**src/rtl/nco_uart_ctrl.sv**
```systemverilog
// UART command front-end for the NCO: receives 8N1 frames, decodes two-byte commands
// and drives the NCO mode bits and enable-aligned FCW load strobes.
module nco_uart_ctrl #(
    parameter int unsigned CLKS_PER_BIT = 87,
    parameter int unsigned TIMEOUT_BITS = 32
) (
    input  logic       clk,
    input  logic       rst_n,
    input  logic       enable,
    input  logic       rxIn,
    output logic [7:0] dataOut,
    output logic [7:0] ctrlOut,
    output logic       frameError,
    output logic       busy
);

    localparam int unsigned HalfBit = CLKS_PER_BIT / 2;
    localparam int unsigned CntW    = $clog2(CLKS_PER_BIT);
    localparam int unsigned ToW     = $clog2(TIMEOUT_BITS + 1);

    localparam logic [1:0] CmdMode  = 2'd1;
    localparam logic [1:0] CmdFcwLo = 2'd2;
    localparam logic [1:0] CmdFcwHi = 2'd3;

    typedef enum logic [1:0] {RxIdle, RxStart, RxData, RxStop} rxState_e;
    typedef enum logic [1:0] {PsCmd, PsData, PsIssue} psState_e;

    // Synchronizer and edge detect
    logic rxMeta, rxSync, rxPrev;

    // RX FSM
    rxState_e       rxStateQ, rxStateD;
    logic [CntW-1:0] bitCntQ, bitCntD;
    logic [2:0]     bitIdxQ, bitIdxD;
    logic [7:0]     shiftQ, shiftD;
    logic [7:0]     rxByteQ, rxByteD;
    logic           rxDoneQ, rxDoneD;
    logic           stopBitQ, stopBitD;
    logic           byteValidQ;

    // Parser
    psState_e       psStateQ, psStateD;
    logic [1:0]     cmdQ, cmdD;
    logic [7:0]     argQ, argD;
    logic [7:0]     bufQ, bufD;
    logic           bufFullQ, bufFullD;
    logic [1:0]     modeQ, modeD;
    logic [7:0]     dataQ, dataD;
    logic           strobeLoQ, strobeLoD;
    logic           strobeHiQ, strobeHiD;
    logic           frameErrorQ, frameErrorD;
    logic [CntW-1:0] toCycQ, toCycD;
    logic [ToW-1:0] toBitsQ, toBitsD;

    logic           haveByte;
    logic [7:0]     inByte;
    logic           rxActive;
    logic           badStop;

    always_comb begin
        rxStateD = rxStateQ;
        bitCntD  = bitCntQ;
        bitIdxD  = bitIdxQ;
        shiftD   = shiftQ;
        rxByteD  = rxByteQ;
        rxDoneD  = 1'b0;
        stopBitD = stopBitQ;
        unique case (rxStateQ)
            RxIdle: begin
                if (rxPrev && !rxSync) begin
                    rxStateD = RxStart;
                    bitCntD  = CntW'(HalfBit - 1);
                end
            end
            RxStart: begin
                if (bitCntQ == '0) begin
                    if (!rxSync) begin
                        rxStateD = RxData;
                        bitCntD  = CntW'(CLKS_PER_BIT - 1);
                        bitIdxD  = '0;
                    end else begin
                        rxStateD = RxIdle;
                    end
                end else begin
                    bitCntD = bitCntQ - 1'b1;
                end
            end
            RxData: begin
                if (bitCntQ == '0) begin
                    shiftD  = {rxSync, shiftQ[7:1]};
                    bitCntD = CntW'(CLKS_PER_BIT - 1);
                    if (bitIdxQ == 3'd7) begin
                        rxStateD = RxStop;
                    end else begin
                        bitIdxD = bitIdxQ + 1'b1;
                    end
                end else begin
                    bitCntD = bitCntQ - 1'b1;
                end
            end
            RxStop: begin
                if (bitCntQ == '0) begin
                    rxDoneD  = 1'b1;
                    stopBitD = rxSync;
                    rxByteD  = shiftQ;
                    rxStateD = RxIdle;
                end else begin
                    bitCntD = bitCntQ - 1'b1;
                end
            end
            default: rxStateD = RxIdle;
        endcase
    end

    // A buffered byte always takes precedence over a freshly received one.
    assign haveByte = bufFullQ | byteValidQ;
    assign inByte   = bufFullQ ? bufQ : rxByteQ;
    assign rxActive = (rxStateQ != RxIdle) | rxDoneQ;
    assign badStop  = rxDoneQ & ~stopBitQ;

    always_comb begin
        psStateD    = psStateQ;
        cmdD        = cmdQ;
        argD        = argQ;
        bufD        = bufQ;
        bufFullD    = bufFullQ;
        modeD       = modeQ;
        dataD       = dataQ;
        strobeLoD   = 1'b0;
        strobeHiD   = 1'b0;
        frameErrorD = 1'b0;
        toCycD      = toCycQ;
        toBitsD     = toBitsQ;

        // Consuming the buffer in CMD/DATA; a simultaneous new byte refills it.
        if (psStateQ != PsIssue && bufFullQ) begin
            if (byteValidQ) begin
                bufD = rxByteQ;
            end else begin
                bufFullD = 1'b0;
            end
        end

        unique case (psStateQ)
            PsCmd: begin
                if (haveByte) begin
                    if (inByte[7:2] == 6'd0 && inByte[1:0] != 2'd0) begin
                        cmdD     = inByte[1:0];
                        psStateD = PsData;
                        toCycD   = '0;
                        toBitsD  = '0;
                    end else begin
                        frameErrorD = 1'b1;
                    end
                end
            end
            PsData: begin
                if (haveByte) begin
                    argD     = inByte;
                    psStateD = PsIssue;
                end else if (rxActive) begin
                    // Only idle-line time counts; a byte in flight is never timed out.
                    toCycD  = '0;
                    toBitsD = '0;
                end else if (toCycQ == CntW'(CLKS_PER_BIT - 1)) begin
                    toCycD = '0;
                    if (toBitsQ == ToW'(TIMEOUT_BITS - 1)) begin
                        frameErrorD = 1'b1;
                        psStateD    = PsCmd;
                    end else begin
                        toBitsD = toBitsQ + 1'b1;
                    end
                end else begin
                    toCycD = toCycQ + 1'b1;
                end
            end
            PsIssue: begin
                if (byteValidQ) begin
                    if (bufFullQ) begin
                        frameErrorD = 1'b1;
                    end
                    bufD     = rxByteQ;
                    bufFullD = 1'b1;
                end
                if (cmdQ == CmdMode) begin
                    modeD    = argQ[1:0];
                    psStateD = PsCmd;
                end else if (enable) begin
                    dataD     = argQ;
                    strobeLoD = (cmdQ == CmdFcwLo);
                    strobeHiD = (cmdQ == CmdFcwHi);
                    psStateD  = PsCmd;
                end
            end
            default: psStateD = PsCmd;
        endcase

        if (badStop) begin
            frameErrorD = 1'b1;
            psStateD    = PsCmd;
            bufFullD    = 1'b0;
        end
    end

    always_ff @(posedge clk or negedge rst_n) begin
        if (!rst_n) begin
            rxMeta      <= 1'b1;
            rxSync      <= 1'b1;
            rxPrev      <= 1'b1;
            rxStateQ    <= RxIdle;
            bitCntQ     <= '0;
            bitIdxQ     <= '0;
            shiftQ      <= '0;
            rxByteQ     <= '0;
            rxDoneQ     <= 1'b0;
            stopBitQ    <= 1'b0;
            byteValidQ  <= 1'b0;
            psStateQ    <= PsCmd;
            cmdQ        <= '0;
            argQ        <= '0;
            bufQ        <= '0;
            bufFullQ    <= 1'b0;
            modeQ       <= '0;
            dataQ       <= '0;
            strobeLoQ   <= 1'b0;
            strobeHiQ   <= 1'b0;
            frameErrorQ <= 1'b0;
            toCycQ      <= '0;
            toBitsQ     <= '0;
        end else begin
            rxMeta      <= rxIn;
            rxSync      <= rxMeta;
            rxPrev      <= rxSync;
            rxStateQ    <= rxStateD;
            bitCntQ     <= bitCntD;
            bitIdxQ     <= bitIdxD;
            shiftQ      <= shiftD;
            rxByteQ     <= rxByteD;
            rxDoneQ     <= rxDoneD;
            stopBitQ    <= stopBitD;
            byteValidQ  <= rxDoneQ & stopBitQ;
            psStateQ    <= psStateD;
            cmdQ        <= cmdD;
            argQ        <= argD;
            bufQ        <= bufD;
            bufFullQ    <= bufFullD;
            modeQ       <= modeD;
            dataQ       <= dataD;
            strobeLoQ   <= strobeLoD;
            strobeHiQ   <= strobeHiD;
            frameErrorQ <= frameErrorD;
            toCycQ      <= toCycD;
            toBitsQ     <= toBitsD;
        end
    end

    assign dataOut    = dataQ;
    assign ctrlOut    = {4'b0000, strobeHiQ, strobeLoQ, modeQ};
    assign frameError = frameErrorQ;
    // The stop-sample-to-parser pipeline counts as part of the frame.
    assign busy       = (rxStateQ != RxIdle) | rxDoneQ | byteValidQ | (psStateQ != PsCmd) |
                        bufFullQ;

endmodule

```
**config.mk**
```make
export PLATFORM = sky130hd
export DESIGN_NAME = nco_uart_ctrl
export DESIGN_NICKNAME = d
export VERILOG_FILES = /design/src/rtl/nco_uart_ctrl.sv
export SDC_FILE = /design/constraint.sdc
export NUM_CORES = 1
export LEC_CHECK = 0
export BUFFER_PORTS_ARGS = -buffer_cell sky130_fd_sc_hd__buf_2
export CAP_MARGIN = 20
export CORE_MARGIN = 2
export CORE_UTILIZATION = 40
export DETAILED_ROUTE_END_ITERATION = 8
export PLACE_DENSITY = 0.62
export REMOVE_ABC_BUFFERS = 1
export SLEW_MARGIN = 20
export SYNTH_ARGS = -nofsm -noshare
export SYNTH_HDL_FRONTEND = slang
export SYNTH_SLANG_ARGS = --single-unit
```
**constraint.sdc**
```tcl
create_clock -name clk -period 2.7 [get_ports clk]
set_clock_uncertainty 0.1 [all_clocks]
set_input_delay 0.135 -clock clk [delete_from_list [all_inputs] [get_ports clk]]
set_output_delay 0.135 -clock clk [all_outputs]
set_load 0.03 [all_outputs]
```
==> out/results.tsv, run 1 <==
stage	metric	value	unit
routing	drt-pass1-iter-count	4	
floorplan	die_h	103	µm
power	max-vdd-ir-drop	0.000272	V
synth	synth_top_cell_area_share	50.0	%
layout	final_area	0.00432	mm²
global_routing	grt_overflow	0	
outcome	status	finished clean	
setup_path	cpMaxStageDelayCell	or4_1	
layout	regArea	0.00203	mm²
sta	tightest_slew	0.722	ns
setup_path	worst_setup_path_end_kind	flop	
power	power.total	2.91	mW
clocking	cts_max_path_buffers	2	
min_path	hp-start	rxMeta	
global_routing	track_usage	13.9	%
clocking	post_cts_buffers	0	
clocking	htreeDepth	3	
power	leakage	2.06	nW
synth	ys_top_cells_by_area	dfrtp_1, mux2_2, ha_1	
power	power.density	673	mW/mm²
layout	final_cell_mix	dfrtp_1, mux2_2, nor2_1, a21oi_1, nand2_1	
synth	ys_warn_count	0	
global_routing	grt_pass1_vias	2398	
layout	n_antenna_cell	0	
layout	nets	386	
synth	syn_area	0.00391	mm²
run	maxCapViolCount	0	
setup_path	crit_chain	inv_1 -> ha_1 -> nor2b_1 -> nor2b_2 -> nand2_1 -> or4_1 -> o211ai_1	
place	placedCellCount	489	
layout	layout.cells.most_common	dfrtp_1	
setup_path	r2r_cells	7	
routing	wl	6770	µm
sta	slew-limit-headroom	51.9	%
synth	yosysTopAreaCell	dfrtp_1	
routing	wl_per_cell	13.3	µm
floorplan	start_util	40.5	%
global_routing	antenna_found_initial	0	
setup_path	path_max_fanout	6	
setup_path	cp-startpoint	rxStateQ[0]	
sta	drv_slew	0	
clocking	cts_resized	0	
place	post-dp-hpwl	4640	µm
sta	rsz0062_at_grt	no	
floorplan	dieArea	0.0106	mm²
routing	first_iter_violations	70	
floorplan	die_w	103	µm
synth	ys.flop_type	dfrtp_1	
setup_path	cpLargestDelayFamily	simple AND/OR/NAND/NOR gates	
clocking	cts_num_sinks	81	
synth	synth_area_per_cell	11.2	µm²
setup_path	crit_buf_inv	1	
setup_path	critPathKind	reg -> reg	
routing	drc	0	
routing	ant_nets	0	
synth	synth_cells	349	
setup_path	r2r-end	toBitsQ[4]	
setup_path	max_stage_delay	0.52	ns
sta	setup_tns	0	ns
setup_path	arrival	2.41	ns
clocking	root_buffer	clkbuf_8	
sta	hold_viol_final	0	
place	postPlaceCellArea	0.00409	mm²
layout	multi_input_area	0.00172	mm²
sta	setup_viol	0	
layout	fill_cells	903	
synth	synth_edf_count	0	
setup_path	cp-start-kind	flop	
layout	final_cells	508	
place	gp_congestion	0.832	
clocking	clkLatencyLatePin	0.36	ns
layout	area_growth	10.7	%
setup_path	reg2reg_setup_slack	0.47	ns
min_path	hold_path_end	rxSync	
min_path	hold_depth	0	
sta	fmax	449	MHz
setup_path	worstReg2RegStart	rxStateQ[0]	
layout	layout-drive-gt1-share	24.3	%
clocking	numCtsBuffers	9	
clocking	clk_pin_slew	0.09	ns
global_routing	grt_pass1_wl	11500	µm
clocking	tritoncts	yes	
routing	via_count	2584	
floorplan	io_pins	22	
min_path	hold_class	reg -> reg	
setup_path	required	2.88	ns
clocking	cts_hold_buf	3	
synth	synthDistinctLibCells	56	
place	portBuffers	17	
synth	synth-async-reset-ratio	100	%
sta	holdWs	0.260	ns
sta	period_share	82.6	%
global_routing	grt_max_degree	82	
sta	min_period	2.23	ns
synth	ys_seq_area_share	52.0	%
floorplan	rows	36	
synth	synth_seq_cells	81	
routing	viasPerCell	5.09	
floorplan	coreArea	0.00964	mm²
[power breakdown]
group | switching [mW] | internal, mW
Sequential | 0.0746 | 1.29
Clock | 0.459 | 0.433
Combinational | 0.392 | 0.261
Total | 0.925 | 1.98
[how the worst max path moves through the flow]
stage	to	cells after the start	slack, ns
5_1_grt	toBitsQ[4]	7	0.35
3_3_place_gp	toBitsQ[4]	7	0.65
4_1_cts	toBitsQ[4]	7	0.46
2_1_floorplan	toCycQ[1]	5	0.73
6_report	toBitsQ[4]	7	0.47
3_5_place_dp	toBitsQ[4]	7	0.47
[layout make-up]
class / instances / area share (%)
multi-input cells: 238 / 39.8
flip-flops and latches: 81 / 47.0
clock buffers: 9 / 2.86
repair buffers: 22 / 3.15
clock inverters: 7 / 1.77
well taps: 133 / 3.85
inverters: 18 / 1.56
[per-layer routing]
layer | vias to the layer above | routed length (µm) | track usage [%]
met5 | - | 0 | 0
met4 | 0 | 103 | 4.76
li1 | 1284 | - | -
met1 | 1250 | 3360 | 19.2
met2 | 40 | 3070 | 20.8
met3 | 10 | 236 | 4.41
[synthesized netlist by cell type, types with 3 or more instances]
cell type   n
nor4_2      3
clkbuf_1    3
nor2b_1     5
or4_1       3
o21ai_1     4
o21a_1      3
nand2_1    19
buf_4       8
and2_1      3
o221ai_1    3
ha_1       12
a21oi_1    27
nand3_1     7
dfstp_2     3
mux2_2     37
a31oi_1     6
o21ai_0     8
o211ai_1    6
nand2b_1    4
nor3_1      4
nor2_1     27
dfrtp_1    78
or2_2       3
mux2i_1    10
inv_1      18
and3_1      4
[cell families after synthesis]
| family | after synthesis | synth area share [%] |
|---|---|---|
| adder cells (fa/ha/maj) | 12 | 3.84 |
| AO/OA/AOI/OAI | 75 | 12.4 |
| AND/OR/NAND/NOR | 96 | 13.0 |
| other | 1 | 0.0960 |
| buffers and inverters | 33 | 4.20 |
| XOR/XNOR | 1 | 0.224 |
| flip-flops | 81 | 52.0 |
| multiplexers | 50 | 14.2 |
[metrics by stage]
step | utilization, % | setup slack (ns)
CTS | 44.8 | 0.456
detailed placement | 42.4 | 0.467
global placement | 42.4 | 0.653
finish | 44.9 | 0.471
floorplan | - | 0.731
global route | 44.9 | 0.345
(Power assumes the default switching activity.)
==> run 2: changes to the inputs <==
--- a/config.mk
+++ b/config.mk
@@ -10,7 +10,7 @@
 export CORE_MARGIN = 2
 export CORE_UTILIZATION = 40
 export DETAILED_ROUTE_END_ITERATION = 8
-export PLACE_DENSITY = 0.62
+export PLACE_DENSITY = 0.64
 export REMOVE_ABC_BUFFERS = 1
 export SLEW_MARGIN = 20
 export SYNTH_ARGS = -nofsm -noshare
==> constraint.sdc (replaced) <==
create_clock -name clk -period 2.05 [get_ports clk]
set_clock_uncertainty 0.1 [all_clocks]
set_input_delay 0.1025 -clock clk [delete_from_list [all_inputs] [get_ports clk]]
set_output_delay 0.1025 -clock clk [all_outputs]
set_load 0.03 [all_outputs]
==> out/results.tsv, run 2 (synthesis gave the netlist of run 1 again) <==
stage	metric	value	unit
power	clkPwrFrac	29.3	%
power	leakage	2.15	nW
place	gp_congestion	0.841	
setup_path	arrival	2.11	ns
routing	viasPerCell	5.00	
run	maxCapViolCount	0	
setup_path	reg2reg_setup_slack	0.07	ns
setup_path	critPathKind	reg -> reg	
setup_path	r2r_cells	5	
layout	nets	402	
sta	slew-limit-headroom	66.2	%
sta	tightest_slew	0.502	ns
setup_path	required	2.19	ns
sta	min_period	1.98	ns
layout	final_cell_mix	dfrtp_1, mux2_2, nor2_1, a21oi_1	
outcome	status	finished clean	
floorplan	coreArea	0.00964	mm²
power	power.density	877	mW/mm²
routing	drt-pass1-iter-count	4	
routing	via_count	2621	
floorplan	die_w	103	µm
place	postPlaceCellArea	0.00420	mm²
clocking	tritoncts	yes	
global_routing	track_usage	13.8	%
global_routing	grt_max_degree	49	
layout	layout-drive-gt1-share	28.4	%
clocking	cts_num_sinks	81	
global_routing	grt_pass1_vias	2470	
power	switchingPower	1.24	mW
power	p_seq_share	45.6	%
sta	setup_viol	0	
layout	fin_util	46.7	%
floorplan	die_h	103	µm
clocking	numCtsBuffers	9	
power	power.total	3.95	mW
floorplan	start_util	40.5	%
layout	fill_cells	936	
power	internal_power	2.71	mW
place	portBuffers	17	
floorplan	rows	36	
layout	layout.cells.most_common	dfrtp_1	
clocking	clkLatencyLatePin	0.35	ns
routing	ant_nets	0	
setup_path	cp-start-kind	flop	
sta	drv_slew	0	
clocking	htreeDepth	3	
clocking	cts_max_path_buffers	2	
layout	final_area	0.00450	mm²
place	placedCellCount	500	
sta	setup_tns	0	ns
setup_path	path_max_fanout	5	
layout	area_growth	15.2	%
global_routing	antenna_found_initial	0	
power	p_comb_share	25.1	%
routing	wl_per_cell	12.8	µm
global_routing	grt_overflow	0	
sta	period_share	96.4	%
min_path	hold_class	in -> async	
layout	final_cells	524	
sta	hold_viol_final	0	
sta	fmax	506	MHz
routing	first_iter_violations	59	
global_routing	grt_pass1_wl	11400	µm
clocking	clk_pin_slew	0.09	ns
setup_path	r2r-end	cmdQ[0]	
routing	drc	0	
power	max-vdd-ir-drop	0.000337	V
routing	wl	6700	µm
floorplan	io_pins	22	
setup_path	worst_setup_path_end_kind	flop	
floorplan	dieArea	0.0106	mm²
sta	rsz0062_at_grt	no	
power	swShare	31.4	%
place	post-dp-hpwl	4760	µm
clocking	root_buffer	clkbuf_8	
layout	n_antenna_cell	0	
-- run 2: per-layer routing --
metal / part of all wire [%] / track usage [%] / routed length, µm / vias to the layer above
met1: 51 / 18.0 / 3390 / 1260
met3: 2.4 / 3.05 / 162 / 9
met2: 46 / 21.9 / 3050 / 34
met5: 0 / 0 / 0 / -
met4: 1.5 / 6.68 / 99 / 0
li1: - / - / - / 1318
-- run 2: worst max path at each step --
| stage | endpoint | slack [ns] | cells past startpoint |
|---|---|---|---|
| detailed placement | cmdQ[0] | 0.03 | 5 |
| global route | cmdQ[0] | 0.007 | 5 |
| global placement | cmdQ[0] | 0.08 | 5 |
| floorplan | toCycQ[1] | 0.08 | 5 |
| CTS | cmdQ[0] | 0.005 | 5 |
| finish | cmdQ[0] | 0.07 | 5 |
-- run 2: power by group through the flow --
stage                     sequential [mW]  clock (mW)  combinational (mW)
after floorplan                      1.80           0               0.670
after global placement               1.81           0               0.930
after detailed placement             1.82           0               0.968
after CTS                            1.79        1.20               0.977
after global routing                 1.82        1.27                1.12
final                                1.80        1.16               0.989
-- run 2: cell type report --
class,instances,area (µm²),area share [%]
clock inverters,6,65.1,1.45
flip-flops and latches,81,2030,45.1
multi-input cells,238,1760,39.1
inverters,18,67.6,1.50
repair buffers,38,282,6.26
well taps,133,166,3.70
clock buffers,10,128,2.84
-- run 2: timing repair --
action                                  4_1_cts  5_1_grt
hold buffers                                  3        0
endpoints found under the setup margin        0       35
gates resized for setup                       0        9
hold endpoints to repair                     76        0
buffers inserted                              0        5
-- run 2: metrics by stage --
stage          worst slack (ns)  hold WS [ns]
4_1_cts                 0.00459         0.133
6_report                 0.0747         0.139
2_1_floorplan            0.0808        -0.293
3_5_place_dp             0.0311       -0.0262
5_1_grt                 0.00666         0.160
3_3_place_gp             0.0836       -0.0287
-- run 2: worst max-delay path: stages (launching register included) --
cell	delay (ns)
dfrtp_1	0.39
or4_1	0.54
nor4_2	0.14
mux2_4	0.22
and2b_2	0.17
mux2_4	0.29
